[config.mk]
export PLATFORM = sky130hd
export DESIGN_NAME = alu_bitserial_seq
export DESIGN_NICKNAME = d
export VERILOG_FILES = /design/src/rtl/alu_bitserial_seq_pkg.sv /design/src/rtl/alu_bitserial_seq_alu1.sv /design/src/rtl/alu_bitserial_seq.sv
export SDC_FILE = /design/constraint.sdc
export NUM_CORES = 1
export LEC_CHECK = 0
export CORE_MARGIN = 1.5
export CORE_UTILIZATION = 50
export DETAILED_ROUTE_END_ITERATION = 12
export GPL_TIMING_DRIVEN = 0
export PLACE_DENSITY = 0.82
export SLEW_MARGIN = 10
export SYNTH_ARGS = -nofsm -noshare
export SYNTH_HDL_FRONTEND = slang
export SYNTH_HIERARCHICAL = 1
export SYNTH_SLANG_ARGS = --single-unit
export TNS_END_PERCENT = 50
[constraint.sdc]
create_clock -name clk -period 3.4 [get_ports clk]
set_input_delay 0.34 -clock clk [delete_from_list [all_inputs] [get_ports clk]]
set_output_delay 0.34 -clock clk [all_outputs]
set_load 0.02 [all_outputs]
[src/rtl/alu_bitserial_seq_pkg.sv]
// Shared definitions for the bit-serial ALU: op codes, FSM states and
// small helpers used by both the 1-bit slice and the sequencer.
package alu_bitserial_seq_pkg;

    // ALU op codes. Code 1 is unassigned and is passed through to the slice as-is.
    typedef enum logic [2:0] {
        OP_UADD  = 3'd0,
        OP_UNDEF = 3'd1,
        OP_ADD   = 3'd2,
        OP_SUB   = 3'd3,
        OP_AND   = 3'd4,
        OP_OR    = 3'd5,
        OP_NOR   = 3'd6,
        OP_XOR   = 3'd7
    } alu_op_e;

    // Sequencer states.
    typedef enum logic [1:0] {
        ST_IDLE = 2'd0,
        ST_RUN  = 2'd1,
        ST_DONE = 2'd2
    } state_e;

    // Logic ops live in the upper half of the op space.
    function automatic logic isLogicOp(input alu_op_e op);
        return op[2];
    endfunction

    // Only ADD and SUB report two's-complement overflow.
    function automatic logic isSignedArith(input alu_op_e op);
        return (op == OP_ADD) || (op == OP_SUB);
    endfunction

endpackage

[src/rtl/alu_bitserial_seq_alu1.sv]
// One-bit ALU slice. SUB is realised by inverting B here; the caller seeds
// the carry with 1 so that A + ~B + 1 = A - B across the serial stream.
module alu_bitserial_seq_alu1
    import alu_bitserial_seq_pkg::*;
(
    input  logic    a_i,
    input  logic    b_i,
    input  logic    carry_i,
    input  alu_op_e control_i,
    output logic    result_o,
    output logic    carry_o
);

    logic bEff;

    // Full adder for arithmetic ops, bitwise function for logic ops.
    always_comb begin
        bEff     = b_i ^ (control_i == OP_SUB);
        carry_o  = (a_i & bEff) | (a_i & carry_i) | (bEff & carry_i);
        result_o = a_i ^ bEff ^ carry_i;
        if (isLogicOp(control_i)) begin
            case (control_i[1:0])
                2'b00:   result_o = a_i & b_i;
                2'b01:   result_o = a_i | b_i;
                2'b10:   result_o = ~(a_i | b_i);
                default: result_o = a_i ^ b_i;
            endcase
        end
    end

endmodule

[src/rtl/alu_bitserial_seq.sv]
// Bit-serial ALU front end. Latches a WIDTH-bit operand pair and op, then
// feeds one bit pair per cycle (LSB first) through a single 1-bit slice,
// carrying between cycles, and presents the result and flags in DONE.
module alu_bitserial_seq
    import alu_bitserial_seq_pkg::*;
#(
    parameter int WIDTH = 32
) (
    input  logic             clk,
    input  logic             reset,
    input  logic             in_valid,
    output logic             in_ready,
    input  logic [WIDTH-1:0] a,
    input  logic [WIDTH-1:0] b,
    input  logic [2:0]       op,
    output logic             out_valid,
    input  logic             out_ready,
    output logic [WIDTH-1:0] result,
    output logic             carryout,
    output logic             overflow,
    output logic             zero,
    output logic             negative
);

    localparam int IW = $clog2(WIDTH);
    localparam logic [IW-1:0] LAST_IDX = IW'(WIDTH - 1);

    state_e           state_q, state_d;
    logic [WIDTH-1:0] a_q, a_d;
    logic [WIDTH-1:0] b_q, b_d;
    alu_op_e          op_q, op_d;
    logic [IW-1:0]    idx_q, idx_d;
    logic             carry_q, carry_d;
    logic [WIDTH-1:0] result_q, result_d;
    logic             carryout_q, carryout_d;
    logic             overflow_q, overflow_d;
    logic             zero_q, zero_d;
    logic             negative_q, negative_d;

    logic sliceSum;
    logic sliceCarry;

    alu_bitserial_seq_alu1 alu1 (
        .a_i       (a_q[idx_q]),
        .b_i       (b_q[idx_q]),
        .carry_i   (carry_q),
        .control_i (op_q),
        .result_o  (sliceSum),
        .carry_o   (sliceCarry)
    );

    // Next-state logic: accept in IDLE, shift one slice bit per RUN cycle, hold in DONE.
    always_comb begin
        state_d    = state_q;
        a_d        = a_q;
        b_d        = b_q;
        op_d       = op_q;
        idx_d      = idx_q;
        carry_d    = carry_q;
        result_d   = result_q;
        carryout_d = carryout_q;
        overflow_d = overflow_q;
        zero_d     = zero_q;
        negative_d = negative_q;

        case (state_q)
            ST_IDLE: begin
                if (in_valid) begin
                    a_d     = a;
                    b_d     = b;
                    op_d    = alu_op_e'(op);
                    idx_d   = '0;
                    carry_d = op[0];
                    state_d = ST_RUN;
                end
            end
            ST_RUN: begin
                // Right-shift assembly: after WIDTH shifts bit 0 lands at position 0.
                result_d = {sliceSum, result_q[WIDTH-1:1]};
                carry_d  = sliceCarry;
                idx_d    = idx_q + 1'b1;
                if (idx_q == LAST_IDX) begin
                    // carry_q here is still the carry into the MSB slice.
                    carryout_d = isLogicOp(op_q) ? 1'b0 : sliceCarry;
                    if (isLogicOp(op_q)) begin
                        overflow_d = 1'b0;
                    end else if (isSignedArith(op_q)) begin
                        overflow_d = carry_q ^ sliceCarry;
                    end else begin
                        overflow_d = sliceCarry;
                    end
                    zero_d     = (result_d == '0);
                    negative_d = sliceSum;
                    state_d    = ST_DONE;
                end
            end
            ST_DONE: begin
                if (out_ready) begin
                    state_d = ST_IDLE;
                end
            end
            default: state_d = ST_IDLE;
        endcase
    end

    // State register with synchronous reset that abandons any operation in flight.
    always_ff @(posedge clk) begin
        if (reset) begin
            state_q    <= ST_IDLE;
            a_q        <= '0;
            b_q        <= '0;
            op_q       <= OP_UADD;
            idx_q      <= '0;
            carry_q    <= 1'b0;
            result_q   <= '0;
            carryout_q <= 1'b0;
            overflow_q <= 1'b0;
            zero_q     <= 1'b0;
            negative_q <= 1'b0;
        end else begin
            state_q    <= state_d;
            a_q        <= a_d;
            b_q        <= b_d;
            op_q       <= op_d;
            idx_q      <= idx_d;
            carry_q    <= carry_d;
            result_q   <= result_d;
            carryout_q <= carryout_d;
            overflow_q <= overflow_d;
            zero_q     <= zero_d;
            negative_q <= negative_d;
        end
    end

    assign in_ready  = (state_q == ST_IDLE);
    assign out_valid = (state_q == ST_DONE);
    assign result    = result_q;
    assign carryout  = carryout_q;
    assign overflow  = overflow_q;
    assign zero      = zero_q;
    assign negative  = negative_q;

endmodule

---- After elaboration in Yosys (flattened, before gate mapping) ----
Cells that the tools add are included.
operators by class
  mux-type cells .......................... 17
  equal/unequal tests ..................... 10
  $add $sub $neg .......................... 1
  $lt $le $gt $ge ......................... 1
  bitwise logic cells ..................... 13
  reduce and logical (&&, ||, !) cells .... 9
operator list
  operator               count
  $logic_not A32 Y1      1
  $bmux W1 S5            2
  $pmux W5 S2            1
  $mux W1                7
  $eq A3 B2 Y1 const B   2
  $lt A5 B6 Y1 const B   1
  $mux W2                3
  $pmux W2 S3            1
  $reduce_and A2 Y1      3
  $add A5 B1 Y5 const B  1
  $eq A5 B5 Y1 const B   1
  $mux W5                1
  $xor A1 B1 Y1          5
  $and A1 B1 Y1          4
  $eq A2 B1 Y1 const B   2
  $eq A2 B2 Y1 const B   2
  $logic_not A2 Y1       2
  $ne A2 B2 Y1 const B   2
  $or A1 B1 Y1           3
  $pmux W1 S3            1
  $reduce_and A3 Y1      1
  $ne A2 B1 Y1 const B   1
  $pmux W1 S2            1
  $reduce_bool A2 Y1     1
  other kinds (2)        2
storage, ports and cells
  word-level logic and storage cells ...... 62
  input port bits ......................... 71
  register bits after elaboration ......... 111

---- Depth between registers and ports, before layout ----
  depth after elaboration ................. 9
  depth in mapped cells ................... 17
  gate-level depth less buffers ........... 15

---- By module ----
Netlist, hierarchy kept.
modules (own cells, without submodules)
  module                  cells each  times used  area each (µm²)
  alu_bitserial_seq       576         1           4,581.9
  alu_bitserial_seq_alu1  16          1           117.6

---- Worst setup path after synthesis ----
OpenSTA, ideal clock, no wires.
  path type ............................... reg2reg
  from .................................... register idx_q[1]
  to ...................................... register zero_q (netlist: zero)
  arrival ................................. 2,748 ps
  buffers on the path ..................... 3
  stages on the path, launching flop included .. 17
  slack ................................... 587 ps
  period minus slack after synthesis ...... 2,813 ps
  path through ............................ dfxtp_1 buf_6 buf_12 buf_6 mux2i_1 a22oi_1 a31oi_1 o311ai_1 xnor2_1 fa_1 nand2_1 o311a_1 nor4_1 nand4_1 nor3_1 a21oi_1 nor2_1
between the ends
  cells in the longest elaborated chain, start to end .. 7
  elaborated cells between the ends (all ways) .. 16
  those cells by class .................... 1 x eq/ne; 6 x mux; 7 x bitwise; 2 x reduce/logical
RTL lines
  item                                           RTL line                                                                                  source
  start, declared                                alu_bitserial_seq.sv:32                                                                   logic [IW-1:0] idx_q, idx_d;
  start signal, assigned                         alu_bitserial_seq.sv:125                                                                  idx_q <= idx_d;
  $bmux W1 S5 (on tied branches)                 alu_bitserial_seq.sv:44, alu_bitserial_seq.sv:45
  $mux W1 (on tied branches)                     alu_bitserial_seq.sv:44, alu_bitserial_seq.sv:45
  $or A1 B1 Y1 or $xor A1 B1 Y1 (tied branches)  alu_bitserial_seq_alu1.sv:24, alu_bitserial_seq_alu1.sv:25, alu_bitserial_seq_alu1.sv:18
  $not A1 Y1 or $xor A1 B1 Y1 (tied branches)    alu_bitserial_seq_alu1.sv:25, alu_bitserial_seq_alu1.sv:20
  $pmux W1 S3 or $xor A1 B1 Y1 (tied branches)   alu_bitserial_seq_alu1.sv:22, alu_bitserial_seq_alu1.sv:20
  $mux W1 *                                      alu_bitserial_seq_alu1.sv:21                                                              if (isLogicOp(control_i)) begin
  net sliceSum                                   alu_bitserial_seq.sv:40                                                                   logic sliceSum;
  $logic_not A32 Y1 *                            alu_bitserial_seq.sv:92                                                                   zero_d = (result_d == '0);
  end signal, assigned                           alu_bitserial_seq.sv:130                                                                  zero_q <= zero_d;
  end, declared                                  alu_bitserial_seq.sv:37                                                                   logic zero_q, zero_d;
Mark *: on every way through the listed nets, which the timed path passes. The rest lies on a longest branch. The select of a mux whose other input is x is not followed.
A chain may end at the register's enable or synchronous reset.

---- Final worst setup path ----
Same ends and word-level chain as after synthesis.

==> results.yml <==
pwr:
  p_clk_share_pct: 35.3
  power_density_mw_per_mm2: 439.2
  leakagePower_uw: 0.002202
  p_sw_uw: 663.1
  ir_drop_mv: 0.2558
  internal_power_uw: 2059
  power_uw: 2722
  p_seq_share_pct: 50.9
  switching_share_pct: 24.36
  comb_power_share_pct: 13.8
die:
  die_h_um: 99.95
  die_area_mm2: 0.009990
  die_w_um: 99.95
  ios: 109
  fp-row-count: 35
  core_region_area_mm2: 0.009196
  start_util_pct: 51.10
clocking:
  path_clk_slew_ns: 0.10
  numCtsBuffers: 9
  cts.sinks: 111
  cts_hold_buf: 0
  clk-insertion-delay-late_ns: 0.37
  ctsResizeCount: 0
  clock_path_buffers: 2
  cts_tree: "built"
  h-tree-depth: 3
  cts-root-buf: "clkbuf_8"
  post-cts-setup-buffer-count: 0
place:
  io_buffers: 107
  dp_hpwl_mm: 9.063
  place_ws_ns: 0.09439
  globalplace.congestion: 0.8616
sta:
  fmax_ghz: 0.3049
  tightestPinTransition_ns: 0.6130
  worst_slack_ns: 0.1202
  period_share_pct: 96.46
  hold_viol: 0
  slew_headroom_pct: 59.13
  setup_viol: 0
  slew_viol_final: 0
  fin_skew_ns: 0.01219
  period_needed_ns: 3.280
min_path:
  hold_class: "in -> reg"
  hold_end: "a_q[7]"
  min_path_cells: 2
  hold_start: "reset"
setup_path:
  cp-end-kind: "register"
  worstSetupPathType: "reg -> reg"
  r2r-end: "zero"
  crit_slowest_cell: "fa_1"
  r2r-start: "idx_q[1]"
  slowest_delay_ns: 0.50
  cp_cell_sequence: "buf_6, buf_12, buf_8, mux2i_1, nand2_1, a31oi_1, o311ai_2, xnor2_1, fa_1, nand2_1, o311a_1, nor4_2, nand4_1, nor3_2, a21oi_1, nor2_1"
  critPathRequiredTime_ns: 3.70
  r2r_cells: 16
  cp_common_cell: "nand2_1"
  critPathLaunchType: "register"
  arrival_ns: 3.58
  rrSetupSlack_ns: 0.12
  cp_max_fo: 10
cells_and_area:
  area.growth.synth_to_final_pct: 31.87
  diodes: 0
  layout.nets: 786
  regArea_mm2: 0.002222
  multi_input_area_mm2: 0.002240
  layout-drive-gt1-share_pct: 6.434
  fill_cells: 746
yosys:
  ys_ff_latch: 111
  async_reset_ff_share_pct: 0
  synth_top_area_share_pct: 47.28
  synth.most_common_cell: "nand2_1"
  synth_largest_area_cell: "dfxtp_1"
  syn_area_mm2: 0.004700
  synthesis.instances: 592
  synth_area_per_cell_um2: 7.938
  ys_seq_area_share_pct: 47.28
  syn_nets: 668
  synth_common_cells: "nand2_1, a21oi_1, dfxtp_1, mux2i_1, clkbuf_1"
  yosys.area_share.xor_xnor_pct: 0.3727
  synth-edff-count: 0
  synth_top_family_by_area: "simple AND/OR/NAND/NOR gates"
  yosysUniqueCellTypes: 36
  ys_top_cells_by_area: "dfxtp_1, nand2_1, a21oi_1"
  synth-simple-area-share_pct: 22.58
  synthMuxAreaShare_pct: 7.029
  yosysWarnings: 6
  synth-compound-area-share_pct: 15.58
  synth_flop_cell: "dfxtp_1"
  synthAdderAreaFrac_pct: 1.491
detailed_routing:
  drt.antenna.violating_nets: 0
  drc: 0
  dr.pass1.iters: 5
  drtIter0Drc: 265
  viasPerCell: 5.392
  wl_per_cell_um: 15.15
  via_count: 4454
  drt-total-wl_mm: 12.51
global_route:
  grt-busiest-layer: "met2"
  gr-total-overflow: 0
  grt_pass1_vias: 4401
  grt_first_pass_wirelength_mm: 20.22
  use_met2_pct: 41.03
  grt_start_max_net_pins: 18
  grt_use_met1_pct: 32.04
  use_met3_pct: 5.710
  antenna_found_initial: 0
  grt_usage_pct: 25.23
flow_run:
  max_cap_violations: 0
run_status:
  outcome: "finished, final reports clean"
## metrics by stage
| step | TNS, ns | utilization, % | hold WS, ns | instance area, um2 | instances |
|---|---|---|---|---|---|
| global route | -0.06331 | 67.39 | 0.3796 | 6197 | 826 |
| detailed placement | 0 | 64.26 | 0.4476 | 5909 | 810 |
| CTS | 0 | 67.03 | 0.3261 | 6165 | 826 |
| global placement | 0 | 64.26 | 0.4416 | 5909 | 810 |
| finish | 0 | 67.39 | 0.3416 | 6197 | 826 |
| floorplan | 0 | - | 0.4357 | 4700 | 592 |
## logic make-up (layout without fill, tap and decap cells)
kind of cell	Yosys count	in the layout
flip-flops	111	111
AO/OA/AOI/OAI	136	136
AND/OR/NAND/NOR	257	257
XOR/XNOR	2	2
buffers and inverters	48	171
adder cells (fa/ha/maj)	5	5
multiplexers	33	33
## layout make-up
type                       instances  area share (%)
buffer                            43           4.058
clock buffer                      11           2.443
clock inverter                     5           1.676
inverter                           5          0.3028
multi-input combinational        433           36.14
sequential                       111           35.86
tap                              111           2.241
timing repair buffer             107           17.28
## cell usage in the layout, fill, tap and decap left out, drive strengths merged, types with 3 or more instances in the layout
master,instances
nand2b,3
nand3,5
nor2,11
clkdlybuf4s50,107
nor2b,3
a21oi,114
inv,5
mux2i,33
bufinv,3
ha,4
buf,22
a22oi,14
dfxtp,111
nand2,212
clkbuf,32
a31oi,3
nor4,8
## worst max-delay path, delay by kind of cell, from the launching register on
family | cells | cell delay [ns]
and+or+nand+nor | 6 | 0.78
AOI/OAI and AO/OA | 4 | 0.70
buffers and inverters | 3 | 0.52
adders and majority gates | 1 | 0.50
DFF | 1 | 0.36
muxes | 1 | 0.19
xor gates and xnor gates | 1 | 0.19
## power groups by stage
stage               logic [uW]  registers (uW)  clock network, uW
finish                     376            1390                960
global route               414            1390               1030
CTS                        368            1390                975
detailed placement         365            1420                  0
global placement           356            1410                  0
floorplan                  214            1410                  0
## worst max path at each step
| stage | start | endpoint | slack, ns | cells after the start |
|---|---|---|---|---|
| floorplan | idx_q[1] | zero | 0.59 | 16 |
| global placement | idx_q[0] | zero | 0.11 | 14 |
| detailed placement | idx_q[0] | zero | 0.09 | 14 |
| global route | idx_q[1] | zero | -0.06 | 16 |
| finish | idx_q[1] | zero | 0.12 | 16 |
| CTS | idx_q[0] | zero | 0.05 | 14 |
## flip-flops by register name, summed over array words and instances (netlist names)
name and cells:
a_q 32, b_q 32, carry_q 1, carryout 1
idx_q 5, negative 1, op_q 3, overflow 1
result 32, state_q 2, zero 1
## per-layer routing
layer | vias to the layer above | wire length, um
met5 | - | 0
met1 | 2053 | 5448
li1 | 2214 | -
met3 | 26 | 839
met4 | 0 | 314
met2 | 161 | 5908
No activity file was read; power rests on OpenSTA's default activity.
